`src/rtl/mdac_pkg.sv`:
```
// rtl/mdac_pkg.sv - shared types, constants and helpers for the MEDAC phase-selection path
package mdac_pkg;

    // Width of the per-direction qualifying-error counters.
    localparam int ERRC_W = 4;

    // Phase controller FSM encoding.
    typedef enum logic {
        ST_TRACK   = 1'b0,
        ST_HOLDOFF = 1'b1
    } psc_state_e;

    // Centre (origin) phase index for an odd number of phases.
    function automatic int centre_idx(input int num_phases);
        return (num_phases - 1) / 2;
    endfunction

endpackage

```
`src/rtl/err_qual_cnt.sv`:
```
// rtl/err_qual_cnt.sv - saturating qualifying-error counter with threshold hit
//
// Ports:
//   clk    - clock; the counter updates on the falling edge
//   rst_n  - asynchronous active-low reset
//   inc    - one qualifying error this cycle
//   clr    - clear the counter (wins over inc)
//   sat    - phase is at the limit for this direction; suppress hit
//   hit    - combinational: this increment brings the count to ERR_THRESH
module err_qual_cnt
    import mdac_pkg::*;
#(
    parameter int ERR_THRESH = 3
) (
    input  logic clk,
    input  logic rst_n,
    input  logic inc,
    input  logic clr,
    input  logic sat,
    output logic hit
);

    localparam logic [ERRC_W-1:0] THR = ERRC_W'(ERR_THRESH);

    logic [ERRC_W-1:0] cnt;

    // hit is deliberately independent of clr: the parent folds hit back into
    // clr to empty the counter on a step, so a dependency would form a loop.
    assign hit = inc && (cnt == THR - 1'b1) && !sat;

    // At a limit the count is allowed to reach THR and then parks there.
    always_ff @(negedge clk or negedge rst_n) begin
        if (!rst_n) begin
            cnt <= '0;
        end else if (clr) begin
            cnt <= '0;
        end else if (inc && (cnt != THR)) begin
            cnt <= cnt + 1'b1;
        end
    end

endmodule

```
`src/rtl/phase_sel_ctrl.sv`:
```
// rtl/phase_sel_ctrl.sv - clock-phase selection controller for the MEDAC timing-error path
//
// Optional macro: PHASE_SEL_CTRL_FORCE_EN adds force_en / force_sel override ports.
//
// Ports:
//   clk           - controller clock; all state updates on the falling edge
//   rst_n         - asynchronous active-low reset
//   error_lagging - lagging sampler mismatch, requests a step to an earlier phase
//   error_origin  - origin sampler mismatch, informational only
//   error_leading - leading sampler mismatch, requests a step to a later phase
//   clk_sel       - registered selected phase index
//   sel_change    - one-cycle pulse in the cycle clk_sel changed
//   at_limit      - clk_sel is at index 0 or NUM_PHASES-1
//   conflict      - sticky: lagging and leading seen together while tracking
//   force_en      - (macro only) override the phase index
//   force_sel     - (macro only) forced index, clamped to NUM_PHASES-1
module phase_sel_ctrl
    import mdac_pkg::*;
#(
    parameter int NUM_PHASES = 5,
    parameter int ERR_THRESH = 3,
    parameter int HOLDOFF    = 4,
    parameter int SEL_W      = $clog2(NUM_PHASES)
) (
    input  logic             clk,
    input  logic             rst_n,
    input  logic             error_lagging,
    input  logic             error_origin,
    input  logic             error_leading,
    output logic [SEL_W-1:0] clk_sel,
    output logic             sel_change,
    output logic             at_limit,
    output logic             conflict
`ifdef PHASE_SEL_CTRL_FORCE_EN
    ,
    input  logic             force_en,
    input  logic [SEL_W-1:0] force_sel
`endif
);

    localparam logic [SEL_W-1:0] MAX_IDX   = SEL_W'(NUM_PHASES - 1);
    localparam logic [SEL_W-1:0] CENTRE    = SEL_W'(centre_idx(NUM_PHASES));
    localparam logic [7:0]       HOLD_INIT = 8'(HOLDOFF);

    psc_state_e       state, state_nxt;
    logic [7:0]       hold_cnt, hold_nxt;
    logic [SEL_W-1:0] clk_sel_nxt;
    logic             sel_change_nxt;
    logic             conflict_nxt;

    logic             force_act;
    logic [SEL_W-1:0] force_val;

`ifdef PHASE_SEL_CTRL_FORCE_EN
    assign force_act = force_en;
    assign force_val = (force_sel > MAX_IDX) ? MAX_IDX : force_sel;
`else
    assign force_act = 1'b0;
    assign force_val = '0;
`endif

    // The origin sampler is observed by software elsewhere; it never steers.
    logic unused_origin;
    assign unused_origin = error_origin;

    logic track;
    logic lag_only, lead_only, both_err;
    logic early_hit, late_hit;
    logic early_clr, late_clr;

    assign track     = (state == ST_TRACK) && !force_act;
    assign lag_only  = track &&  error_lagging && !error_leading;
    assign lead_only = track && !error_lagging &&  error_leading;
    assign both_err  = track &&  error_lagging &&  error_leading;

    // Any error in the opposite direction, a conflict, a step, hold-off or a
    // forced index all restart qualification from zero.
    assign early_clr = !track || lead_only || both_err || early_hit || late_hit;
    assign late_clr  = !track || lag_only  || both_err || early_hit || late_hit;

    err_qual_cnt #(.ERR_THRESH(ERR_THRESH)) u_cnt_early (
        .clk   (clk),
        .rst_n (rst_n),
        .inc   (lag_only),
        .clr   (early_clr),
        .sat   (clk_sel == '0),
        .hit   (early_hit)
    );

    err_qual_cnt #(.ERR_THRESH(ERR_THRESH)) u_cnt_late (
        .clk   (clk),
        .rst_n (rst_n),
        .inc   (lead_only),
        .clr   (late_clr),
        .sat   (clk_sel == MAX_IDX),
        .hit   (late_hit)
    );

    always_comb begin
        state_nxt    = state;
        hold_nxt     = hold_cnt;
        clk_sel_nxt  = clk_sel;
        conflict_nxt = conflict || both_err;

        if (force_act) begin
            state_nxt   = ST_TRACK;
            hold_nxt    = '0;
            clk_sel_nxt = force_val;
        end else begin
            case (state)
                ST_TRACK: begin
                    if (early_hit || late_hit) begin
                        clk_sel_nxt = early_hit ? (clk_sel - 1'b1) : (clk_sel + 1'b1);
                        if (HOLDOFF != 0) begin
                            state_nxt = ST_HOLDOFF;
                            hold_nxt  = HOLD_INIT;
                        end
                    end
                end
                ST_HOLDOFF: begin
                    // Leaving on the edge that sees 1 gives exactly HOLDOFF
                    // ignored edges after the step edge.
                    if (hold_cnt <= 8'd1) begin
                        state_nxt = ST_TRACK;
                        hold_nxt  = '0;
                    end else begin
                        hold_nxt = hold_cnt - 8'd1;
                    end
                end
                default: begin
                    state_nxt = ST_TRACK;
                    hold_nxt  = '0;
                end
            endcase
        end

        sel_change_nxt = (clk_sel_nxt != clk_sel);
    end

    always_ff @(negedge clk or negedge rst_n) begin
        if (!rst_n) begin
            state      <= ST_TRACK;
            hold_cnt   <= '0;
            clk_sel    <= CENTRE;
            sel_change <= 1'b0;
            conflict   <= 1'b0;
        end else begin
            state      <= state_nxt;
            hold_cnt   <= hold_nxt;
            clk_sel    <= clk_sel_nxt;
            sel_change <= sel_change_nxt;
            conflict   <= conflict_nxt;
        end
    end

    assign at_limit = (clk_sel == '0) || (clk_sel == MAX_IDX);

endmodule

```
`config.mk`:
```
export PLATFORM = sky130hd
export DESIGN_NAME = phase_sel_ctrl
export DESIGN_NICKNAME = d
export VERILOG_FILES = /design/src/rtl/mdac_pkg.sv /design/src/rtl/err_qual_cnt.sv /design/src/rtl/phase_sel_ctrl.sv
export SDC_FILE = /design/constraint.sdc
export NUM_CORES = 1
export LEC_CHECK = 0
export CORE_MARGIN = 2
export CORE_UTILIZATION = 47
export DETAILED_ROUTE_END_ITERATION = 8
export PLACE_DENSITY_LB_ADDON = 0.12
export SYNTH_ARGS = -nofsm -noshare
export SYNTH_HDL_FRONTEND = slang
export SYNTH_SLANG_ARGS = --single-unit
```
`constraint.sdc`:
```
create_clock -name clk -period 2.64 [get_ports clk]
set_input_delay 0.396 -clock clk [delete_from_list [all_inputs] [get_ports clk]]
set_output_delay 0.396 -clock clk [all_outputs]
set_load 0.01 [all_outputs]
```
# Word level (Yosys, flattened, before mapping)
# Index checks and enable logic that the tools add are counted.
# word_totals
memories	0
romBits	0
mem_bits_rw	0
latchBits	0
regBits	22
# op_classes
shifts	0
div_mod_pow	0
multipliers	0
add_sub_neg	5
n_lt_le_gt_ge	1
eq_ne	7
reduce_logical	29
mux	13
n_bitwise	1
# op_table
cell	n
4-bit two-way mux	4
8-bit two-way mux	2
8-bit one-hot mux with 2 select lines	1
1-bit logical AND	11
1-bit logical OR	11
3-bit two-way mux	3
4-bit by 1-bit adder with 4-bit output (second input constant)	2
4-bit by 2-bit == test with 1-bit output (second input constant)	2
8-bit by 1-bit <= comparator with 1-bit output (second input constant)	1
4-bit by 2-bit != test with 1-bit output (second input constant)	2
8-bit by 1-bit subtractor with 8-bit output (second input constant)	1
1-bit zero test	4
2-bit nonzero test	2
3-bit by 1-bit adder with 3-bit output (second input constant)	1
3-bit == test (second input constant)	1
3-bit zero test	1
3-bit != test	1
3-bit by 1-bit subtractor with 3-bit output (second input constant)	1
1-bit two-way mux	2
2-bit by 1-bit != test with 1-bit output (second input constant)	1
1-bit one-hot mux with 2 select lines	1
1-bit inverter	1

# Longest topological paths before layout
# Gate-level depths: netlist of the first run.
# depth
word_depth	9
depth_mapped	8
mapped_depth_nobuf	8

# Cells and area by module
# Synthesis of the first run repeated with hierarchy kept, for this count alone.
# unflattened
cells_unflattened	127
hier_area_um2	1257.5
# by_module_without_submodules
mod	seq_area_each_um2	area_each_um2	instances	cells_per_inst
phase_sel_ctrl	351.6	787.0	1	79
err_qual_cnt	100.1	235.2	2	24

==> reports/metrics.cfg, run 1 <==
[critical_path]
critPathRequiredTime_ns=1.47
ff2ff_setup_slack_ns=0.47
reg2regPathDepth=5
critical_path_peak_fanout=2
r2r-end=hold_cnt[2]
start_kind=input port
worstSetupPathType=input port to flop
end_kind=flop
r2r_start=hold_cnt[4]
cp_data_arrival_time_ns=1.79

[clock_network]
clock_latency_ns=0.37
h-tree-depth=1
clkTransAtPathRegs_ns=0.09
hold_buffers=0
cts_buffers=3
clock_tree.buffer_depth=2
root_buffer=clkbuf_4
cts_tree=yes
cts_sinks=22

[global_routing]
antenna_found_initial=0
first_global_vias=1089
grt_usage_pct=19.81
grt_pass1_wl_um=5133
gr-total-overflow=0
grt_max_degree=14

[synthesis]
yosys-top-cells-area=dfrtn_1 39%, ha_1 5.5%, nor3_2 5.2%, inv_1 4.4%, or3_1 2.8%
synthDistinctLibCells=44
synth_most_common_cell=dfrtn_1
syn_area_mm2=0.001358
yosys.area.top_type=dfrtn_1
ys_seq_area_share_pct=40.65
netlist_instances=125
synth_top_area_share_pct=38.71
yosysWarnings=0
ys_seq_elements=22
synth.avg_cell_area_um2=10.86
async_reset_ff_share_pct=100.0
synth-edff-count=0
synth.top_cells.by_count=21 x dfrtn_1, 16 x inv_1, 7 x nor3_2
mappedNetlistNets=137
synth-main-ff-cell=dfrtn_1

[sta]
setup_ws_ns=-0.3215
finalHoldViolCount=0
rsz0062_at_grt=yes
slew_violations=0
fin_skew_ns=0.06355
setup_violations=22
fin_setup_tns_ns=-4.253
maxSlewHeadroom_pct=53.03
worst_pin_slew_ns=0.6970

[die]
placementRows=19
io_pins=11
die_h_um=57.75
core_mm2=0.002758
die_area_mm2=0.003334
start_util_pct=49.23
fp.dieW_um=57.75

[place]
hpwl_um=2127
place_area_mm2=0.001669
place_congestion=0.8305
dp.cells=185
port_buffers=9

[hold_path]
holdPathStages=1
hold_end=hold_cnt[0]
hold_start=hold_cnt[0]
hold_path_class=flop to flop

[drt]
viasPerCell=5.449
first_pass_iters=4
antenna_left=0
drt_iter0_drc=45
dr_total_vias=1079
wl_per_cell_um=15.90
wl_um=3149
drcViolationCount=0

[pwr]
power.leakage_nw=0.8948
p_total_w=0.0006457
powerDensity_mw_per_mm2=334.7
max-vdd-ir-drop_uv=288.6

[layout]
stdcell_area_mm2=0.001929
n_antenna_cell=0
final_cells=198
drive_gt1_share_pct=47.31
fillCellCount=205
fin_nets=180
area_growth_syn_to_layout_pct=42.12
post-route-util_pct=69.96

[flow_run]
cap_viol_max_count=0

[status]
failed_checks=setup timing
status=finished with violations

==> timing repair <==
item / 4_1_cts / 5_1_grt
gates cloned: 1 / 0
pin swaps: 16 / 10
buffers inserted: 9 / 2
resized for setup: 54 / 16
setup endpoints to repair: 27 / 23
==> routing by layer <==
metal	vias up	routed length [um]	global-route usage (%)
met5	-	0	0
met4	0	55	5.648
met3	6	94	2.455
met2	25	1580	32.95
met1	515	1418	27.26
li1	533	-	-
==> worst max-delay path: stages <==
cell	delay, ns
buf_8	0.10
nor4b_4	0.28
o311ai_4	0.18
fa_2	0.43
o311ai_4	0.26
o311ai_2	0.14
==> worst max-delay path by stage <==
stage,startpoint,endpoint,slack [ns],depth (start not counted)
2_1_floorplan,error_leading,clk_sel[2],-0.59,6
3_3_place_gp,error_leading,clk_sel[2],-0.93,6
3_5_place_dp,error_leading,clk_sel[2],-0.96,6
4_1_cts,error_leading,clk_sel[2],-0.28,6
5_1_grt,error_leading,clk_sel[2],-0.37,6
6_report,error_leading,clk_sel[2],-0.32,6
==> area by class of cell <==
class	instances	area, um2	share of cell area (%)
clock buffer	3	22.52	1.167
clock inverter	2	33.78	1.751
inverter	15	56.30	2.918
multi-input combinational	83	854.6	44.29
sequential	22	551.8	28.60
tap	31	38.79	2.010
timing repair buffer	42	371.6	19.26
==> power breakdown <==
part | internal, W | switching, W
registers | 0.000340 | 0.000000358
logic | 0.0000173 | 0.0000163
clock network | 0.000155 | 0.000117
total | 0.000512 | 0.000133
==> cells by family (layout without fill, tap and decap cells) <==
family | after synthesis | count (layout) | synth area share (%)
AOI/OAI and AO/OA | 22 | 22 | 15.58
xor gates and xnor gates | 7 | 7 | 4.516
adders and majority gates | 7 | 7 | 7.005
buffers and inverters | 20 | 62 | 6.820
DFF | 22 | 22 | 40.65
muxes | 4 | 4 | 3.226
and+or+nand+nor | 43 | 43 | 22.21
==> state kept, by name, summed over array words and instances (netlist names) <==
name and flops:
hold_cnt 8, u_cnt_early.cnt 4, u_cnt_late.cnt 4, clk_sel 3, conflict 1, sel_change 1, state 1
==> through the flow <==
stage	worst slack, ns	hold WS (ns)
CTS	-0.2816	0.5089
finish	-0.3215	0.5153
global route	-0.3678	0.5469
floorplan	-0.5860	0.4537
detailed placement	-0.9650	0.5051
global placement	-0.9266	0.4827
==> cell usage in the layout, fill, tap and decap left out, types with 3 or more instances in the layout <==
cell type / count
buf_4: 25
dfrtn_1: 21
inv_1: 16
nor3_2: 7
buf_6: 7
ha_1: 6
nor2_1: 5
or3_1: 5
buf_2: 5
a21o_1: 4
nand3_1: 4
xor2_1: 4
mux2i_1: 3
nand2_1: 3
clkbuf_4: 3
Power figures use the tool's default switching activity.
==> run 2, diff against run 1 <==
Settings changed: SKIP_CTS_REPAIR_TIMING set to 1.
==> run 2 against run 1 <==
Effect of this change: flip-flop and latch count unchanged; largest power group unchanged; hold slack worse by 0.0090 ns; largest cell class unchanged; routed wire length down 4.1%; critical endpoint unchanged; cell count down 2.5%; global-route usage down 2.0 points; critical path depth unchanged; clock power about the same; the flow still finishes with violations (setup timing); first-iteration DRC count up 27%; via count down 1.4%.
==> reports/metrics.cfg, run 2 (synthesis results as in run 1) <==
[clock_network]
cts_sinks=22  ; unchanged
clock_latency_ns=0.36  ; was 0.37 ns
cts_buffers=3  ; unchanged
clkTransAtPathRegs_ns=0.09  ; about the same
cts_tree=yes  ; unchanged
h-tree-depth=1  ; unchanged
root_buffer=clkbuf_4  ; unchanged
clock_tree.buffer_depth=2  ; unchanged

[layout]
n_antenna_cell=0  ; unchanged
drive_gt1_share_pct=40.74  ; was 47.31%
post-route-util_pct=68.65  ; was 69.96%
reg_top3=hold_cnt: 8 flops, u_cnt_early.cnt: 4 flops, u_cnt_late.cnt: 4 flops  ; unchanged
regMostFlops=hold_cnt  ; unchanged
final_cells=193  ; was 198
final_cell_mix=21 x dfrtn_1, 21 x buf_4, 16 x inv_1  ; was 25 x buf_4, 21 x dfrtn_1, 16 x inv_1
fillCellCount=216  ; was 205
area_growth_syn_to_layout_pct=39.45  ; was 42.12%
largest_reg_flops=8  ; unchanged
fin_nets=175  ; was 180

[status]
status=finished with violations  ; unchanged
failed_checks=setup timing  ; unchanged

[sta]
worst_pin_slew_ns=0.7060  ; was 0.6970 ns
finalHoldViolCount=0  ; unchanged
fin_skew_ns=0.06301  ; was 0.06355 ns
setup_ws_ns=-0.3937  ; was -0.3215 ns
setup_violations=22  ; unchanged
rsz0062_at_grt=yes  ; unchanged
maxSlewHeadroom_pct=52.42  ; was 53.03%
fin_setup_tns_ns=-4.347  ; was -4.253 ns
slew_violations=0  ; unchanged

[hold_path]
holdPathStages=2  ; was 1
hold_path_class=flop to flop  ; unchanged

[global_routing]
gr-total-overflow=0  ; unchanged
grt_usage_pct=17.84  ; was 19.81%
first_global_vias=1018  ; was 1089
grt_pass1_wl_um=4678  ; was 5133 um
grt_max_degree=14  ; unchanged
antenna_found_initial=0  ; unchanged

[drt]
dr_total_vias=1064  ; was 1079
drcViolationCount=0  ; unchanged
drt_iter0_drc=57  ; was 45
wl_um=3019  ; was 3149 um
viasPerCell=5.513  ; was 5.449
wl_per_cell_um=15.64  ; was 15.90 um
first_pass_iters=4  ; unchanged
antenna_left=0  ; unchanged

[place]
port_buffers=9  ; unchanged
hpwl_um=2127  ; unchanged
dp.cells=185  ; unchanged
place_congestion=0.8305  ; unchanged

[die]
core_mm2=0.002758  ; unchanged
fp.dieW_um=57.75  ; unchanged
start_util_pct=49.23  ; unchanged
die_area_mm2=0.003334  ; unchanged
placementRows=19  ; unchanged
io_pins=11  ; unchanged
die_h_um=57.75  ; unchanged

[critical_path]
cp_data_arrival_time_ns=1.84  ; was 1.79 ns
start_kind=input port  ; unchanged
end_kind=flop  ; unchanged
worstSetupPathType=input port to flop  ; unchanged
critPathRequiredTime_ns=1.45  ; was 1.47 ns
reg2regPathDepth=5  ; unchanged
critical_path_peak_fanout=3  ; was 2

[flow_run]
cap_viol_max_count=0  ; unchanged

[pwr]
power.leakage_nw=0.9256  ; was 0.8948 nW
max-vdd-ir-drop_uv=287.6  ; was 288.6 uV
powerDensity_mw_per_mm2=338.9  ; was 334.7 mW/mm2

==> run 2: final timing paths <==
kind	endpoint	from	slack [ns]
max	clk_sel[2]	error_leading	-0.39
max in group asynchronous	hold_cnt[7]	rst_n	0.61
min reg2reg	conflict	conflict	0.51
max reg2reg	hold_cnt[2]	hold_cnt[4]	0.49
min	conflict	conflict	0.51
min in group asynchronous	u_cnt_late.cnt[3]	rst_n	1.59
==> run 2: where the power goes <==
part	switching (W)	leakage [nW]	internal, W
Combinational	0.0000159	0.620	0.0000164
Clock	0.000114	0.0333	0.000155
Sequential	0.000000393	0.273	0.000340
Total	0.000130	0.926	0.000511
==> run 2: metal layers <==
layer | global-route usage, % | wire (um) | part of all wire (%)
met5 | 0 | 0 | 0
met4 | 3.987 | 34 | 1.1
met3 | 2.009 | 76 | 2.5
met2 | 29.38 | 1540 | 51
met1 | 25.43 | 1368 | 45
==> run 2: worst max-delay path: stages <==
cell,delay (ns)
buf_8,0.10
nor4b_4,0.33
o311ai_4,0.16
fa_2,0.39
o311ai_2,0.30
o311ai_1,0.17
==> run 2: stage by stage <==
step | hold WS [ns] | instance area, um2 | worst slack, ns | power, W
floorplan | 0.4537 | 1376 | -0.5860 | 0.0003574
global placement | 0.4827 | 1669 | -0.9266 | 0.0003812
detailed placement | 0.5051 | 1669 | -0.9650 | 0.0003817
CTS | 0.5089 | 1722 | -0.6497 | 0.0006449
global route | 0.5251 | 1893 | -0.4503 | 0.0006696
finish | 0.5064 | 1893 | -0.3937 | 0.0006415
==> run 2: final cells by class <==
type / count / area, um2 / area share (%)
clock inverter: 2 / 33.78 / 1.785
multi-input combinational: 83 / 819.5 / 43.29
timing repair buffer: 37 / 370.4 / 19.56
sequential: 22 / 551.8 / 29.15
inverter: 15 / 56.30 / 2.974
clock buffer: 3 / 22.52 / 1.190
tap: 31 / 38.79 / 2.049
==> run 3, diff against run 2 <==
Settings changed: SKIP_LAST_GASP set to 1.
==> run 3 against run 2 <==
Effect of this change: the run still ends with setup timing left; hold slack barely moved; cell area decreased by 0.20%; clock power barely moved; sequential share of layout area grew 0.058 points; worst setup slack worse by 0.0051 ns; critical path type unchanged; critical endpoint unchanged; largest cell class unchanged.
==> reports/metrics.cfg, run 3 (synthesis results as in run 1) <==
[status]
status=finished with violations  ; unchanged
failed_checks=setup timing  ; unchanged

[sta]
setup_ws_ns=-0.3987  ; was -0.3937 ns
fin_setup_tns_ns=-3.978  ; was -4.347 ns
fin_skew_ns=0.06308  ; was 0.06301 ns
setup_violations=23  ; was 22
finalHoldViolCount=0  ; unchanged
worst_pin_slew_ns=0.6904  ; was 0.7060 ns
maxSlewHeadroom_pct=53.47  ; was 52.42%
rsz0062_at_grt=yes  ; unchanged
slew_violations=0  ; unchanged

[pwr]
p_total_w=0.0006432  ; was 0.0006415 W
powerDensity_mw_per_mm2=340.4  ; was 338.9 mW/mm2
max-vdd-ir-drop_uv=287.7  ; was 287.6 uV
power.leakage_nw=0.9238  ; was 0.9256 nW

[layout]
n_antenna_cell=0  ; unchanged
drive_gt1_share_pct=40.74  ; unchanged
final_cell_mix=22 x buf_4, 21 x dfrtn_1, 16 x inv_1  ; was 21 x dfrtn_1, 21 x buf_4, 16 x inv_1
final_cells=193  ; unchanged
largest_reg_flops=8  ; unchanged
fin_nets=175  ; unchanged
reg_top3=hold_cnt: 8 flops, u_cnt_early.cnt: 4 flops, u_cnt_late.cnt: 4 flops  ; unchanged
final_common_cell=buf_4
area_growth_syn_to_layout_pct=39.17  ; was 39.45%
post-route-util_pct=68.51  ; was 68.65%
stdcell_area_mm2=0.001889  ; was 0.001893 mm2
fillCellCount=215  ; was 216
regMostFlops=hold_cnt  ; unchanged

[critical_path]
critical_path_peak_fanout=3  ; unchanged
cp_cell_sequence=buf_8, nor4b_4, o311ai_4, fa_2, o311ai_2, o311ai_1  ; unchanged
end_kind=flop  ; unchanged
start_kind=input port  ; unchanged
ff2ff_setup_slack_ns=0.51  ; was 0.49 ns
endpoint=clk_sel[2]  ; unchanged
worstSetupPathType=input port to flop  ; unchanged
cp_slowest_cell=fa_2  ; unchanged
r2r-end=hold_cnt[2]  ; unchanged
critPathRequiredTime_ns=1.45  ; about the same
critical_path.startpoint=error_leading  ; unchanged
r2r_start=hold_cnt[4]  ; unchanged
slowest_delay_ns=0.39  ; about the same
cp_data_arrival_time_ns=1.85  ; was 1.84 ns
reg2regPathDepth=5  ; unchanged

[hold_path]
hold_path_class=flop to flop  ; unchanged

[drt]
viasPerCell=5.622  ; was 5.513
drt_iter0_drc=44  ; was 57
antenna_left=0  ; unchanged
drcViolationCount=0  ; unchanged
first_pass_iters=4  ; unchanged
wl_per_cell_um=15.53  ; was 15.64 um
wl_um=2997  ; was 3019 um
dr_total_vias=1085  ; was 1064

[clock_network]
cts_tree=yes  ; unchanged
cts_sinks=22  ; unchanged
clkTransAtPathRegs_ns=0.09  ; about the same
h-tree-depth=1  ; unchanged
root_buffer=clkbuf_4  ; unchanged
clock_tree.buffer_depth=2  ; unchanged
clock_latency_ns=0.36  ; about the same
cts_buffers=3  ; unchanged

[place]
place_area_mm2=0.001669  ; unchanged
hpwl_um=2127  ; unchanged
port_buffers=9  ; unchanged
place_congestion=0.8305  ; unchanged
dp.cells=185  ; unchanged

[global_routing]
antenna_found_initial=0  ; unchanged
grt_usage_pct=17.84  ; unchanged
gr-total-overflow=0  ; unchanged
grt_max_degree=14  ; unchanged
grt_pass1_wl_um=4678  ; unchanged
first_global_vias=1018  ; unchanged

[die]
die_h_um=57.75  ; unchanged
start_util_pct=49.23  ; unchanged
io_pins=11  ; unchanged
placementRows=19  ; unchanged
fp.dieW_um=57.75  ; unchanged
core_mm2=0.002758  ; unchanged
die_area_mm2=0.003334  ; unchanged

[flow_run]
cap_viol_max_count=0  ; unchanged

==> run 3: area by class of cell <==
| cell class | instances | area (um2) | share of cell area [%] |
|---|---|---|---|
| flip-flops and latches | 22 | 551.8 | 29.21 |
| inverters | 15 | 56.30 | 2.980 |
| multi-input cells | 83 | 819.5 | 43.38 |
| repair buffers | 37 | 366.6 | 19.40 |
| clock buffers | 3 | 22.52 | 1.192 |
| well taps | 31 | 38.79 | 2.053 |
| clock inverters | 2 | 33.78 | 1.788 |
==> run 3: per-layer routing <==
layer  vias to the layer above  wire length [um]  part of all wire, %  GRT usage, %
met3                         6               115                  3.8         2.009
met4                         0                49                  1.6         3.987
met5                         -                 0                    0             0
met2                        33              1501                   50         29.38
li1                        524                 -                    -             -
met1                       522              1331                   44         25.43
==> run 3: metrics by stage <==
| stage | hold WS, ns | worst slack, ns |
|---|---|---|
| after detailed placement | 0.5051 | -0.9650 |
| after floorplan | 0.4537 | -0.5860 |
| after global routing | 0.5251 | -0.4503 |
| final | 0.5064 | -0.3987 |
| after global placement | 0.4827 | -0.9266 |
| after CTS | 0.5089 | -0.6497 |
==> run 3: where the power goes <==
| group | total, W | internal [W] | switching [W] | leakage (nW) |
|---|---|---|---|---|
| registers | 0.000340 | 0.000340 | 0.000000393 | 0.273 |
| logic | 0.0000322 | 0.0000164 | 0.0000158 | 0.618 |
| clock network | 0.000271 | 0.000155 | 0.000116 | 0.0333 |
| total | 0.000643 | 0.000511 | 0.000132 | 0.924 |
==> run 3: worst max-delay path, delay by kind of cell <==
kind | cells | cell delay [ns]
buffers and inverters | 1 | 0.10
AO/OA/AOI/OAI | 3 | 0.63
adder cells (fa/ha/maj) | 1 | 0.39
AND/OR/NAND/NOR | 1 | 0.33
==> run 3: worst min path at each step <==
stage                     start     endpoint  slack, ns  depth (start not counted)
finish                 conflict     conflict       0.51                          2
CTS                 hold_cnt[6]  hold_cnt[6]       0.51                          2
detailed placement     conflict     conflict       0.51                          2
floorplan              conflict     conflict       0.45                          1
global route           conflict     conflict       0.53                          2
global placement       conflict     conflict       0.48                          2
